--- src/rtl/mem_pkg.sv ---
// Shared types and helpers for the data-memory port controller: access sizes,
// FSM states, lane mask generation and the default three-region memory map.
package mem_pkg;

    typedef enum logic [1:0] {
        SIZE_BYTE = 2'd0,
        SIZE_HALF = 2'd1,
        SIZE_WORD = 2'd2
    } access_size_t;

    typedef enum logic {
        IDLE  = 1'b0,
        SPLIT = 1'b1
    } dmem_state_t;

    // Region 0 = ROM at 0x0000_0000, 1 = MMIO at 0x7000_0000, 2 = RAM at 0x8000_0000
    localparam logic [95:0] DEF_REGION_BASE = {32'h8000_0000, 32'h7000_0000, 32'h0000_0000};
    localparam logic [95:0] DEF_REGION_MASK = {3{32'hFFFF_0000}};

    function automatic logic [3:0] size_mask(input logic [1:0] size);
        case (size)
            SIZE_BYTE: size_mask = 4'b0001;
            SIZE_HALF: size_mask = 4'b0011;
            SIZE_WORD: size_mask = 4'b1111;
            default:   size_mask = 4'b0000;
        endcase
    endfunction

    function automatic logic is_unaligned(input logic [1:0] size, input logic [1:0] off);
        is_unaligned = ((size == SIZE_HALF) && (off == 2'd3)) ||
                       ((size == SIZE_WORD) && (off != 2'd0));
    endfunction

endpackage

--- src/rtl/dmem_lane_steer.sv ---
// Combinational lane steering: store data/byte-enable placement for both beats
// of an access, and load realignment, beat merge and sign/zero extension.
module dmem_lane_steer
    import mem_pkg::*;
(
    input  logic [1:0]  i_st_size,
    input  logic [1:0]  i_st_off,
    input  logic [31:0] i_st_wdata,
    output logic [3:0]  o_byteen0,
    output logic [3:0]  o_byteen1,
    output logic [31:0] o_wdata0,
    output logic [31:0] o_wdata1,
    input  logic [1:0]  i_ld_size,
    input  logic [1:0]  i_ld_off,
    input  logic        i_ld_zext,
    input  logic [31:0] i_ld_lo,
    input  logic [31:0] i_ld_hi,
    output logic [31:0] o_ld_data
);

    logic [31:0] w_ld_shift;

    // Shifting across a 64-bit window puts the spill-over lanes in the upper word (beat 1)
    assign {o_byteen1, o_byteen0} = {4'b0000, size_mask(i_st_size)} << i_st_off;
    assign {o_wdata1, o_wdata0}   = {32'h0, i_st_wdata} << {i_st_off, 3'b000};

    assign w_ld_shift = 32'({i_ld_hi, i_ld_lo} >> {i_ld_off, 3'b000});

    always_comb begin
        o_ld_data = w_ld_shift;
        case (i_ld_size)
            SIZE_BYTE: o_ld_data = i_ld_zext ? {24'h0, w_ld_shift[7:0]}
                                             : {{24{w_ld_shift[7]}}, w_ld_shift[7:0]};
            SIZE_HALF: o_ld_data = i_ld_zext ? {16'h0, w_ld_shift[15:0]}
                                             : {{16{w_ld_shift[15]}}, w_ld_shift[15:0]};
            default:   o_ld_data = w_ld_shift;
        endcase
    end

endmodule

--- src/rtl/dmem_port_ctrl.sv ---
// Data-memory port controller: decodes load/store requests onto N synchronous
// regions, splits unaligned accesses into two beats and reports faults.
module dmem_port_ctrl
    import mem_pkg::*;
#(
    parameter int                        NUM_REGIONS     = 3,
    parameter logic [NUM_REGIONS*32-1:0] REGION_BASE     = DEF_REGION_BASE,
    parameter logic [NUM_REGIONS*32-1:0] REGION_MASK     = DEF_REGION_MASK,
    parameter int                        ALLOW_UNALIGNED = 1
) (
    input  logic                      clk,
    input  logic                      reset,
    input  logic                      req_valid,
    output logic                      req_ready,
    input  logic [31:0]               req_addr,
    input  logic                      req_write,
    input  logic [2:0]                req_mode,
    input  logic [31:0]               req_wdata,
    output logic                      rsp_valid,
    output logic [31:0]               rsp_rdata,
    output logic                      rsp_fault,
    output logic [NUM_REGIONS-1:0]    region_en,
    output logic                      region_we,
    output logic [31:0]               region_addr,
    output logic [3:0]                region_byteen,
    output logic [31:0]               region_wdata,
    input  logic [NUM_REGIONS*32-1:0] region_rdata
);

    localparam int IDX_W = (NUM_REGIONS > 1) ? $clog2(NUM_REGIONS) : 1;

    dmem_state_t      r_state;
    logic [IDX_W-1:0] r_idx0;
    logic [IDX_W-1:0] r_idx1;
    logic [1:0]       r_off;
    logic [2:0]       r_mode;
    logic             r_write;
    logic [31:0]      r_wdata;
    logic [29:0]      r_word_addr;
    logic [31:0]      r_beat0_data;
    logic             r_rsp_valid;
    logic             r_rsp_fault;
    logic             r_rsp_split;

    logic [NUM_REGIONS-1:0] w_hit0;
    logic [NUM_REGIONS-1:0] w_hit1;
    logic [31:0]            w_rd [NUM_REGIONS];
    logic [IDX_W-1:0]       w_idx0;
    logic [IDX_W-1:0]       w_idx1;
    logic                   w_any0;
    logic                   w_any1;
    logic [31:0]            w_addr1;
    logic                   w_accept;
    logic                   w_unaligned;
    logic                   w_fault0;
    logic [1:0]             w_st_size;
    logic [1:0]             w_st_off;
    logic [31:0]            w_st_wdata;
    logic [3:0]             w_byteen0;
    logic [3:0]             w_byteen1;
    logic [31:0]            w_wdata0;
    logic [31:0]            w_wdata1;
    logic [31:0]            w_ld_lo;
    logic [31:0]            w_ld_hi;
    logic [31:0]            w_ld_data;

    // Beat 1 word address wraps naturally through the 30-bit word counter
    assign w_addr1 = {r_word_addr + 30'd1, 2'b00};

    generate
        for (genvar gi = 0; gi < NUM_REGIONS; gi++) begin : g_region
            assign w_hit0[gi] = (req_addr & REGION_MASK[gi*32 +: 32]) == REGION_BASE[gi*32 +: 32];
            assign w_hit1[gi] = (w_addr1  & REGION_MASK[gi*32 +: 32]) == REGION_BASE[gi*32 +: 32];
            assign w_rd[gi]   = region_rdata[gi*32 +: 32];
        end
    endgenerate

    // Scan high-to-low so the lowest-indexed hit wins
    always_comb begin
        w_idx0 = '0;
        w_idx1 = '0;
        for (int i = NUM_REGIONS - 1; i >= 0; i--) begin
            if (w_hit0[i]) w_idx0 = IDX_W'(i);
            if (w_hit1[i]) w_idx1 = IDX_W'(i);
        end
    end

    assign w_any0      = |w_hit0;
    assign w_any1      = |w_hit1;
    assign req_ready   = (r_state == IDLE);
    assign w_accept    = req_valid && req_ready;
    assign w_unaligned = is_unaligned(req_mode[1:0], req_addr[1:0]);
    assign w_fault0    = !w_any0 || (req_mode[1:0] == 2'd3) ||
                         (w_unaligned && (ALLOW_UNALIGNED == 0));

    assign w_st_size  = (r_state == SPLIT) ? r_mode[1:0] : req_mode[1:0];
    assign w_st_off   = (r_state == SPLIT) ? r_off       : req_addr[1:0];
    assign w_st_wdata = (r_state == SPLIT) ? r_wdata     : req_wdata;

    assign w_ld_lo = r_rsp_split ? r_beat0_data : w_rd[r_idx0];
    assign w_ld_hi = r_rsp_split ? w_rd[r_idx1] : 32'h0;

    dmem_lane_steer u_lane_steer (
        .i_st_size  (w_st_size),
        .i_st_off   (w_st_off),
        .i_st_wdata (w_st_wdata),
        .o_byteen0  (w_byteen0),
        .o_byteen1  (w_byteen1),
        .o_wdata0   (w_wdata0),
        .o_wdata1   (w_wdata1),
        .i_ld_size  (r_mode[1:0]),
        .i_ld_off   (r_off),
        .i_ld_zext  (r_mode[2]),
        .i_ld_lo    (w_ld_lo),
        .i_ld_hi    (w_ld_hi),
        .o_ld_data  (w_ld_data)
    );

    always_comb begin
        region_en     = '0;
        region_we     = 1'b0;
        region_addr   = 32'h0;
        region_byteen = 4'h0;
        region_wdata  = 32'h0;
        if (!reset) begin
            if ((r_state == IDLE) && w_accept && !w_fault0) begin
                region_en     = NUM_REGIONS'(1) << w_idx0;
                region_we     = req_write;
                region_addr   = {req_addr[31:2], 2'b00};
                region_byteen = w_byteen0;
                region_wdata  = w_wdata0;
            end else if ((r_state == SPLIT) && w_any1) begin
                region_en     = NUM_REGIONS'(1) << w_idx1;
                region_we     = r_write;
                region_addr   = w_addr1;
                region_byteen = w_byteen1;
                region_wdata  = w_wdata1;
            end
        end
    end

    always_ff @(posedge clk) begin
        if (reset) begin
            r_state      <= IDLE;
            r_idx0       <= '0;
            r_idx1       <= '0;
            r_off        <= 2'd0;
            r_mode       <= 3'd0;
            r_write      <= 1'b0;
            r_wdata      <= 32'h0;
            r_word_addr  <= 30'h0;
            r_beat0_data <= 32'h0;
            r_rsp_valid  <= 1'b0;
            r_rsp_fault  <= 1'b0;
            r_rsp_split  <= 1'b0;
        end else begin
            r_rsp_valid <= 1'b0;
            r_rsp_fault <= 1'b0;
            case (r_state)
                IDLE: begin
                    if (w_accept) begin
                        r_idx0      <= w_idx0;
                        r_off       <= req_addr[1:0];
                        r_mode      <= req_mode;
                        r_write     <= req_write;
                        r_wdata     <= req_wdata;
                        r_word_addr <= req_addr[31:2];
                        r_rsp_split <= 1'b0;
                        if (w_fault0) begin
                            r_rsp_valid <= 1'b1;
                            r_rsp_fault <= 1'b1;
                        end else if (w_unaligned) begin
                            r_state <= SPLIT;
                        end else begin
                            r_rsp_valid <= 1'b1;
                        end
                    end
                end
                SPLIT: begin
                    // Beat 0 data is on its region's read port now; beat 1 arrives next cycle
                    r_beat0_data <= w_rd[r_idx0];
                    r_idx1       <= w_idx1;
                    r_rsp_valid  <= 1'b1;
                    r_rsp_fault  <= !w_any1;
                    r_rsp_split  <= 1'b1;
                    r_state      <= IDLE;
                end
                default: r_state <= IDLE;
            endcase
        end
    end

    assign rsp_valid = r_rsp_valid;
    assign rsp_fault = r_rsp_fault;
    assign rsp_rdata = (r_rsp_valid && !r_rsp_fault && !r_write) ? w_ld_data : 32'h0;

endmodule
--- config.mk ---
export PLATFORM = sky130hd
export DESIGN_NAME = dmem_port_ctrl
export DESIGN_NICKNAME = d
export VERILOG_FILES = /design/src/rtl/mem_pkg.sv /design/src/rtl/dmem_lane_steer.sv /design/src/rtl/dmem_port_ctrl.sv
export SDC_FILE = /design/constraint.sdc
export NUM_CORES = 1
export LEC_CHECK = 0
export CAP_MARGIN = 20
export CELL_PAD_IN_SITES_DETAIL_PLACEMENT = 0
export CELL_PAD_IN_SITES_GLOBAL_PLACEMENT = 1
export CORE_MARGIN = 2
export CORE_UTILIZATION = 37
export DETAILED_ROUTE_END_ITERATION = 6
export HOLD_SLACK_MARGIN = 0.15
export MAX_ROUTING_LAYER = met4
export PLACE_DENSITY_LB_ADDON = 0.12
export SLEW_MARGIN = 20
export SYNTH_ARGS = -nofsm -noshare
export SYNTH_HDL_FRONTEND = slang
export SYNTH_SLANG_ARGS = --single-unit
--- constraint.sdc ---
create_clock -name clk -period 7.45 [get_ports clk]
set_clock_uncertainty 0.2 [all_clocks]
set_input_delay 1.49 -clock clk [delete_from_list [all_inputs] [get_ports clk]]
set_output_delay 1.49 -clock clk [all_outputs]
set_load 0.01 [all_outputs]
**Yosys cells after proc, flatten, opt, wreduce, memory -nomap -nowiden**

Cells that the tools add are included.

- Multiplexer cells: 50
- Reduce and logical (&&, ||, !) cells: 23
- Shifts and indexed selects: 5
- Eq/ne operators: 12
- Bitwise logic cells: 3
- $add $sub $neg: 1
- Order comparisons: 2

Operators with widths:

| kind | count |
|---|---|
| $mux W32 | 16 |
| $bmux W32 S2 | 2 |
| $logic_not A32 Y1 | 2 |
| $pmux W32 S2 | 1 |
| $shl A32 B5 Y64 | 1 |
| $shr A64 B5 Y32 | 1 |
| $eq A16 B15 Y1 const B | 2 |
| $eq A16 B16 Y1 const B | 2 |
| $add A30 B1 Y30 const B | 1 |
| $mux W2 | 8 |
| $mux W1 | 12 |
| $mux W4 | 3 |
| $pmux W4 S3 | 1 |
| $mux W3 | 3 |
| $eq A2 B2 Y1 const B | 4 |
| $logic_and A1 B1 Y1 | 8 |
| $pmux W1 S2 | 4 |
| $shl A4 B2 Y8 | 1 |
| $eq A2 B1 Y1 const B | 3 |
| $ge A3 B3 Y1 const B | 2 |
| $not A2 Y3 | 2 |
| $reduce_or A3 Y1 | 2 |
| $shl A1 B2 Y3 const A | 2 |
| $logic_not A1 Y1 | 5 |
| 6 further kinds | 8 |

- Bits of input ports: 167
- Flip-flop bits (word level): 108
- Output and inout port bits: 107
- Word-level logic and storage cells: 108

**Depth between registers and ports, before layout**

Gate-level depths: netlist (run 1).

- Word-level depth: 9
- Mapped depth: 10
- Mapped depth without buffers: 8

**Modules after synthesis**

Synthesis (run 1) repeated with hierarchy kept, for this count alone.

- Cells, all modules: 1282
- Area total of the unflattened synthesis: 10035.9 um^2

Modules (own cells, without submodules):

| module | seq. area each (um^2) | area an instance (um^2) | instances | cells each |
|---|---|---|---|---|
| dmem_port_ctrl | 2162.1 | 7935.1 | 1 | 1032 |
| dmem_lane_steer | 0.0 | 2100.8 | 1 | 250 |

**Least setup slack after synthesis (run 1)**

No wires, ideal clock.

- Kind: input -> output
- From: in req_addr[19]
- To: out region_wdata[0]
- Path buffers: 1
- Cell stages on the path: 8
- Arrival: 3.677 ns
- Slack: 2.083 ns
- Data required time: 5.760 ns
- Path through: nor4_1 nand3_1 a221o_1 or3_1 clkbuf_1 nor2_1 nand2_1 o22ai_1

- Cells in the longest elaborated chain, start to end: 8
- Elaborated cells between the ends (all ways): 10
- Those cells by class: eq/ne (2); mux (2); reduce/logical (6)

Ends and longest elaborated chain:

| item | line | RTL |
|---|---|---|
| start: declaration | dmem_port_ctrl.sv:15 | `input logic [31:0] req_addr,` |
| $logic_not A32 Y1, or another cell as far along | dmem_port_ctrl.sv:72 | `assign w_hit0[gi] = (req_addr & REGION_MASK[gi*32 +: 32]) == REGION_BASE[gi*32 +: 32];` |
| $reduce_or A3 Y1 * | dmem_port_ctrl.sv:88 | `assign w_any0 = \|w_hit0;` |
| $logic_not A1 Y1 * | dmem_port_ctrl.sv:93 | `assign w_fault0 = !w_any0 \|\| (req_mode[1:0] == 2'd3) \|\|` |
| $logic_or A1 B1 Y1 * | dmem_port_ctrl.sv:93 |  |
| $logic_not A1 Y1 * | dmem_port_ctrl.sv:126 | `if ((r_state == IDLE) && w_accept && !w_fault0) begin` |
| $logic_and A1 B1 Y1 * | dmem_port_ctrl.sv:126 |  |
| $mux W32 * | dmem_port_ctrl.sv:126 |  |
| $mux W32 * | dmem_port_ctrl.sv:125 | `if (!reset) begin` |
| end: declaration | dmem_port_ctrl.sv:26 | `output logic [31:0] region_wdata,` |

Mark *: on every way between the ends. The rest lies on a longest branch, timed or not.

**Worst setup path after layout (run 1)**

Ends and elaborated chain as after synthesis.

==> key figures, run 1 <==
Drt
  • Overall via count from detail_route: 9,831
  • DRC marker count from the first detailed-route iteration: 617
  • Vias per Instance: 5.58
  • Final wirelength: 33,500 um
  • First drt pass iteration count: 5
  • Number of DRC violations after detailed routing: 0
  • Routed length per placed instance: 19.0 um
  • Antenna Violating Nets Remaining: 0

Logic synthesis
  • Count of yosys warnings during synthesis: 0
  • Synth Area per Inst: 7.33 um^2
  • Area contributors post-synth: sky130_fd_sc_hd__dfxtp_1 24%, sky130_fd_sc_hd__mux2i_1 14%, sky130_fd_sc_hd__nand2_1 10%
  • Number of distinct standard cells referenced by the synthesized netlist: 63
  • Dominant cell type by area after synthesis: sky130_fd_sc_hd__dfxtp_1
  • Async set-or-reset flop fraction in the synthesized netlist: 0
  • EDFF count, synth: 0
  • Sequential area share after synthesis: 0.236
  • Number of instances in the synthesized netlist: 1,249
  • Number of synthesized register bits: 108
  • Mapped cell area: 9160 um^2
  • Primary FF master, synth: sky130_fd_sc_hd__dfxtp_1
  • Fraction of synthesized cell area taken by the top area cell type: 0.236

Power and ir drop
  • Internal power component: 1.10 mW
  • Switching pwr: 0.457 mW
  • Sum of internal, switching and leakage power: 1.56 mW
  • Combinational fraction of design power: 0.236
  • Switching fraction of total power: 0.293
  • Sequential group share of total power: 0.402
  • Power density over the cells: 127 nW/um^2
  • Static leakage power: 3.86 nW
  • Clock share of power: 0.362
  • Peak VDD IR: 110 uV

Placement
  • Count of port buffers added during placement: 259
  • Instance area at placement: 11,900 um^2
  • Final GP Congestion: 0.851
  • Final HPWL DP: 24,300 um

Global routing
  • Largest net degree at the start of global routing: 73
  • Number of global-route vias before repair: 9,225
  • Residual overflow from global routing: 0
  • Wire length of the first global-routing pass: 52,100 um
  • Global-route total usage across every layer: 0.257
  • Number of antenna violations at the first check in global routing: 2

Clock tree
  • Cell chosen for the clock root: sky130_fd_sc_hd__clkbuf_16
  • Clock tree from TritonCTS: done
  • Num Clock Sinks: 108
  • Source-to-sink clock delay at the later pin of the worst-skew pair: 360 ps
  • Number of CTS-inserted buffers: 9
  • Hold-fix buffers, CTS: 0
  • Clock transition time at the flip-flop clock pins of the worst setup and hold paths: 80 ps
  • Level count of the clock H-tree: 3
  • Post-CTS Setup Bufs: 0
  • Maximum buffer depth of the clock tree: 2
  • Post-cts resize count: 0

Setup path
  • Slack of the worst reg-to-reg path: 4230 ps
  • Longest individual stage delay on the worst path: 560 ps
  • Critical Path AT: 4890 ps
  • Slowest stage cell on the critical path: sky130_fd_sc_hd__clkdlybuf4s50_1
  • Critical Path Fanout Max: 8
  • Kind of critical path: input port to output pin
  • Category of cells accounting for the largest share of critical-path delay: simple AND/OR/NAND/NOR gates
  • Crit-path cells: clkdlybuf4s50_1 > nor4_1 > nand3_1 > buf_4 > a221o_1 > or3_1 > nor2_1 > nand2_1 > o22ai_1 > clkdlybuf4s50_1
  • Worst setup SP type: input port
  • CP dominant cell by count: sky130_fd_sc_hd__clkdlybuf4s50_1
  • Critical path capture point type: output pin
  • Buf+Inv Stages, Crit Path: 3
  • CP required: 5760 ps

Floorplan
  • Width of the die: 161 um
  • Die extent in y: 161 um
  • Die footprint: 26,000 um^2
  • Core footprint: 24,300 um^2
  • Initial core utilization: 0.377
  • Number of top-level pins: 274
  • Site Rows: 57

Final layout
  • Proportion of layout cells with a drive suffix above 1: 0.0724
  • Most common library cell in the layout ignoring fill and taps: sky130_fd_sc_hd__clkdlybuf4s50_1
  • Synthesis-to-layout area growth: 33.7%
  • Top library cells by usage in the layout, fill and taps aside: 258 x sky130_fd_sc_hd__clkdlybuf4s50_1, 252 x sky130_fd_sc_hd__nand2_1, 151 x sky130_fd_sc_hd__a21oi_1
  • Nets@finish: 1,602
  • Total non-filler cell area in the finished layout: 12,200 um^2

Timing
  • Period Utilization, post-route: 0.884
  • Final Max Tran Viols: 0
  • Final TNS setup: 0 ps
  • Final min period: 6580 ps
  • Final count of hold timing violations: 0
  • Unrepaired setup endpoints after global routing: no
  • Measured slew at the worst slew-check pin: 1050 ps
  • Highest attainable clock frequency: 152 MHz
  • Worst slew margin: 0.301
  • Worst hold margin: 259 ps
  • Setup-failing EPs final: 0

Run status
  • Run status: complete, no violations

Worst hold path
  • Hold Path Class: flop to flop

Job
  • # Max-Cap Violations: 0
[cells in the mapped netlist, types with 3 or more instances]
master	number
sky130_fd_sc_hd__buf_4	14
sky130_fd_sc_hd__o22ai_1	8
sky130_fd_sc_hd__buf_1	10
sky130_fd_sc_hd__a22oi_1	7
sky130_fd_sc_hd__o32ai_2	7
sky130_fd_sc_hd__dfxtp_1	108
sky130_fd_sc_hd__nor4_1	7
sky130_fd_sc_hd__nand4_1	11
sky130_fd_sc_hd__o21ai_0	80
sky130_fd_sc_hd__o22a_1	7
sky130_fd_sc_hd__nand2_1	253
sky130_fd_sc_hd__mux4_2	24
sky130_fd_sc_hd__xor2_1	7
sky130_fd_sc_hd__clkbuf_1	89
sky130_fd_sc_hd__or3_1	5
sky130_fd_sc_hd__a21oi_1	151
sky130_fd_sc_hd__o31ai_1	7
sky130_fd_sc_hd__a211oi_1	36
sky130_fd_sc_hd__nand3_1	17
sky130_fd_sc_hd__buf_2	10
sky130_fd_sc_hd__or4_1	3
sky130_fd_sc_hd__a2bb2oi_1	6
sky130_fd_sc_hd__and4_1	3
sky130_fd_sc_hd__inv_1	11
sky130_fd_sc_hd__nor2_1	85
sky130_fd_sc_hd__and3_1	3
sky130_fd_sc_hd__mux2_2	6
sky130_fd_sc_hd__nor2b_1	28
sky130_fd_sc_hd__xnor2_1	11
sky130_fd_sc_hd__o21ai_1	4
sky130_fd_sc_hd__mux2i_1	125
sky130_fd_sc_hd__o211ai_1	10
sky130_fd_sc_hd__nor3_1	33
sky130_fd_sc_hd__o32ai_1	5
sky130_fd_sc_hd__o21a_1	7
sky130_fd_sc_hd__ha_1	3
sky130_fd_sc_hd__or2_2	4
sky130_fd_sc_hd__o2bb2ai_1	16
[tightest hold or removal path, stage by stage, from the launching register on]
cell                      delay [ps]
sky130_fd_sc_hd__dfxtp_1         320
sky130_fd_sc_hd__nand2_1          50
sky130_fd_sc_hd__a21oi_1          50
[stage by stage]
| step | util | std cells | setup WS (ps) |
|---|---|---|---|
| after global placement | 0.488 | 1745 | 812 |
| after detailed placement | 0.488 | 1745 | 827 |
| final | 0.503 | 1763 | 868 |
| after floorplan | - | 1262 | 2080 |
| after global routing | 0.503 | 1763 | 712 |
| after CTS | 0.503 | 1761 | 824 |
[flip-flops by register name (all words and copies together) (netlist names)]
register      flops
r_rsp_split       1
r_off             2
rsp_fault         1
r_write           1
r_word_addr      30
r_beat0_data     32
r_idx0            2
rsp_valid         1
r_idx1            2
r_wdata          32
r_state           1
r_mode            3
[worst paths after layout]
kind	start	cells after the start	to
worst min register to register	r_wdata[28]	2	r_wdata[28]
worst min-delay path	r_wdata[28]	2	r_wdata[28]
worst max-delay path	req_addr[19]	10	region_wdata[0]
worst max register to register	r_word_addr[2]	7	r_idx1[0]
[cell families after synthesis]
family | after synthesis | share of synthesized area
simple gates | 463 | 0.224
compound gates | 365 | 0.251
mux | 155 | 0.203
buf+inv | 136 | 0.0638
flops | 108 | 0.236
xor+xnor | 18 | 0.0172
fa+ha+maj | 3 | 0.00410
other cells | 1 | 0.000409
[routing by layer]
layer	GRT usage	vias to the layer above	share of wire
li1	-	4847	-
met1	0.355	4623	0.48
met2	0.397	334	0.45
met3	0.0357	27	0.060
met4	0.0609	0	0.015
met5	-	-	0
[power by group through the flow]
stage | sequential (mW) | combinational, mW | clock, mW
floorplan | 0.625 | 0.207 | 0
global placement | 0.640 | 0.365 | 0
detailed placement | 0.641 | 0.366 | 0
CTS | 0.627 | 0.368 | 0.576
global route | 0.632 | 0.403 | 0.598
finish | 0.627 | 0.368 | 0.565
[layout make-up]
cell class	instances	area [um^2]
multi-input combinational	1018	6490
antenna	2	5.00
tap	324	405
clock inverter	6	97.6
inverter	11	41.3
timing repair buffer	284	2780
clock buffer	10	250
sequential	108	2170
fill	2452	12100
Note: power is estimated with default switching activity, not from simulation.
==> run 2: changes to the inputs <==
--- a/config.mk
+++ b/config.mk
@@ -5,11 +5,12 @@
 export SDC_FILE = /design/constraint.sdc
 export NUM_CORES = 1
 export LEC_CHECK = 0
+export ABC_AREA = 1
 export CAP_MARGIN = 20
 export CELL_PAD_IN_SITES_DETAIL_PLACEMENT = 0
 export CELL_PAD_IN_SITES_GLOBAL_PLACEMENT = 1
 export CORE_MARGIN = 2
-export CORE_UTILIZATION = 37
+export CORE_UTILIZATION = 35
 export DETAILED_ROUTE_END_ITERATION = 6
 export HOLD_SLACK_MARGIN = 0.15
 export MAX_ROUTING_LAYER = met4
==> run 2 against run 1 <==
  * Sequential power fell by 0.6%
  * Wire length increased by 14%
  * Combinational power increased by 19%
  * Setup slack improved by 260 ps
  * Synthesized cell count is 32% higher
  * Utilization down 3.9 points
  * Total power shrank 1.5%
  * Worst hold slack better by 15 ps
  * Register-to-register slack lost 50 ps
  * Largest power group unchanged
  * Cell area up 1.7%
==> key figures, run 2 <==
Run status
  • Run status: complete, no violations

Clock tree
  • Cell chosen for the clock root: sky130_fd_sc_hd__clkbuf_16
  • Num Clock Sinks: 108
  • Level count of the clock H-tree: 3
  • Post-cts resize count: 0
  • Maximum buffer depth of the clock tree: 2
  • Clock tree from TritonCTS: done
  • Hold-fix buffers, CTS: 0
  • Number of CTS-inserted buffers: 9
  • Source-to-sink clock delay at the later pin of the worst-skew pair: 360 ps
  • Clock transition time at the flip-flop clock pins of the worst setup and hold paths: 70 ps
  • Post-CTS Setup Bufs: 0

Final layout
  • Nets@finish: 1,994
  • Most common library cell in the layout ignoring fill and taps: sky130_fd_sc_hd__nand2_1
  • Combined flip-flop and latch cell area: 2170 um^2
  • Largest registers: r_beat0_data x32, r_wdata x32, r_word_addr x30
  • Proportion of layout cells with a drive suffix above 1: 0.0476
  • End-of-flow core utilization: 0.465
  • Total area of multi-input combinational cells: 6150 um^2
  • Synthesis-to-layout area growth: 31.1%
  • Fill cell instance count of the final layout: 2,871
  • Top library cells by usage in the layout, fill and taps aside: 369 x sky130_fd_sc_hd__nand2_1, 266 x sky130_fd_sc_hd__o21ai_0, 259 x sky130_fd_sc_hd__clkdlybuf4s50_1

Logic synthesis
  • Sequential area share after synthesis: 0.228
  • Number of distinct standard cells referenced by the synthesized netlist: 46
  • Area contributors post-synth: sky130_fd_sc_hd__dfxtp_1 23%, sky130_fd_sc_hd__nand2_1 15%, sky130_fd_sc_hd__o21ai_0 14%
  • Number of instances in the synthesized netlist: 1,652
  • Fraction of synthesized cell area taken by the top area cell type: 0.228
  • Count of yosys warnings during synthesis: 0
  • Primary FF master, synth: sky130_fd_sc_hd__dfxtp_1
  • Mapped cell area: 9500 um^2
  • Dominant cell type by area after synthesis: sky130_fd_sc_hd__dfxtp_1
  • EDFF count, synth: 0
  • Most frequent cell after synthesis: sky130_fd_sc_hd__nand2_1
  • Async set-or-reset flop fraction in the synthesized netlist: 0
  • Synth Area per Inst: 5.75 um^2
  • Top cell types by occurrence after synthesis: 369 x sky130_fd_sc_hd__nand2_1, 267 x sky130_fd_sc_hd__o21ai_0, 169 x sky130_fd_sc_hd__inv_1, 161 x sky130_fd_sc_hd__nor2_1, 122 x sky130_fd_sc_hd__a21oi_1
  • Number of synthesized register bits: 108

Timing
  • Final min period: 6330 ps
  • Worst slew margin: 0.286
  • Measured slew at the worst slew-check pin: 1060 ps
  • Final TNS setup: 0 ps
  • Unrepaired setup endpoints after global routing: no
  • Highest attainable clock frequency: 158 MHz
  • Final count of hold timing violations: 0
  • Final Max Tran Viols: 0
  • Setup-failing EPs final: 0
  • Period Utilization, post-route: 0.849

Setup path
  • Critical Path AT: 4640 ps
  • Source of the critical timing path: req_addr[24]
  • CP required: 5760 ps
  • CP dominant cell by count: sky130_fd_sc_hd__nand2_1
  • Slowest stage cell on the critical path: sky130_fd_sc_hd__nor4_2
  • Slack of the worst reg-to-reg path: 4180 ps
  • Critical Path Fanout Max: 37
  • R2R cell count: 6
  • Kind of critical path: input port to output pin
  • Worst R2R Start: r_state
  • Worst setup SP type: input port
  • Crit-path cells: clkdlybuf4s50_1 > nor4_2 > nand2_1 > nand2_1 > nand2_1 > nor2_4 > inv_1 > buf_4 > nor2_2 > buf_4 > o211ai_1 > o21ai_1 > clkdlybuf4s50_1
  • Critical path capture point type: output pin
  • Longest individual stage delay on the worst path: 590 ps
  • Worst reg2reg path endpoint: r_wdata[5]

Drt
  • Routed length per placed instance: 17.5 um
  • Final wirelength: 38,100 um
  • Antenna Violating Nets Remaining: 0
  • Number of DRC violations after detailed routing: 0
  • First drt pass iteration count: 6
  • Vias per Instance: 5.26
  • DRC marker count from the first detailed-route iteration: 933
  • Overall via count from detail_route: 11,424

Global routing
  • Largest net degree at the start of global routing: 87
  • Number of global-route vias before repair: 10,279
  • Global-route total usage across every layer: 0.267
  • Number of antenna violations at the first check in global routing: 2
  • Wire length of the first global-routing pass: 58,600 um
  • Residual overflow from global routing: 0

Floorplan
  • Initial core utilization: 0.354
  • Width of the die: 169 um
  • Die extent in y: 169 um
  • Die footprint: 28,500 um^2
  • Number of top-level pins: 274
  • Core footprint: 26,800 um^2
  • Site Rows: 60

Placement
  • Final GP Congestion: 0.941
  • Final HPWL DP: 28,500 um
  • Count of port buffers added during placement: 259

Power and ir drop
  • Static leakage power: 5.05 nW
  • Sum of internal, switching and leakage power: 1.54 mW
  • Power density over the cells: 123 nW/um^2
  • Peak VDD IR: 101 uV

Worst hold path
  • Hold Path Class: flop to flop
  • Worst Hold Depth: 2
  • Terminating pin of the worst hold path: r_wdata[25]
  • Origin of the worst min-delay path: r_wdata[25]

Job
  • # Max-Cap Violations: 0
run 2: cell type report:
class	count	area share
antenna	2	0.000402
clock buffer	10	0.0184
clock inverter	6	0.00452
inverter	178	0.0539
multi-input combinational	1248	0.494
sequential	108	0.174
tap	341	0.0343
timing repair buffer	279	0.221
run 2: cells by family (layout without fill, tap and decap cells):
group                    count (synthesis)  after routing  share of synthesized area
multiplexers                            13             13                     0.0137
XOR/XNOR                                 5              5                    0.00461
flip-flops                             108            108                      0.228
buffers and inverters                  309            473                      0.131
adder cells (fa/ha/maj)                  3              3                    0.00395
AND/OR/NAND/NOR                        701            701                      0.318
AO/OA/AOI/OAI                          512            512                      0.300
other                                    1             16                   0.000395
run 2: per-stage QoR:
stage                     setup WS, ps  instances  hold WS (ps)  area [um^2]
after global placement            1120       2153           256        12100
final                             1120       2172           274        12400
after detailed placement          1140       2154           259        12200
after CTS                         1140       2170           277        12400
after global routing               908       2172           293        12400
after floorplan                   2590       1665           244         9550
run 2: how the worst max path moves through the flow:
stage / end / slack (ps) / depth (start not counted)
4_1_cts: region_wdata[23] / 1140 / 13
3_5_place_dp: region_addr[31] / 1140 / 12
3_3_place_gp: region_wdata[15] / 1120 / 13
2_1_floorplan: region_wdata[23] / 2590 / 11
6_report: region_wdata[23] / 1120 / 13
5_1_grt: region_wdata[16] / 910 / 13
run 2: critical path: cells and delay by family:
family | cells | cell delay, ps
simple gates | 6 | 1150
compound gates | 2 | 350
buf+inv | 5 | 1630
run 2: routing by layer:
layer,vias to the layer above,GRT usage,routed length (um)
met1,5103,0.376,17900
met5,-,-,0
met4,0,0.0532,602
met3,30,0.0465,3010
li1,5812,-,-
met2,479,0.400,16500
run 2: report_power, final:
part | switching, mW | total (mW) | internal [mW]
clock network | 0.241 | 0.476 | 0.235
logic | 0.253 | 0.439 | 0.186
registers | 0.0213 | 0.623 | 0.601
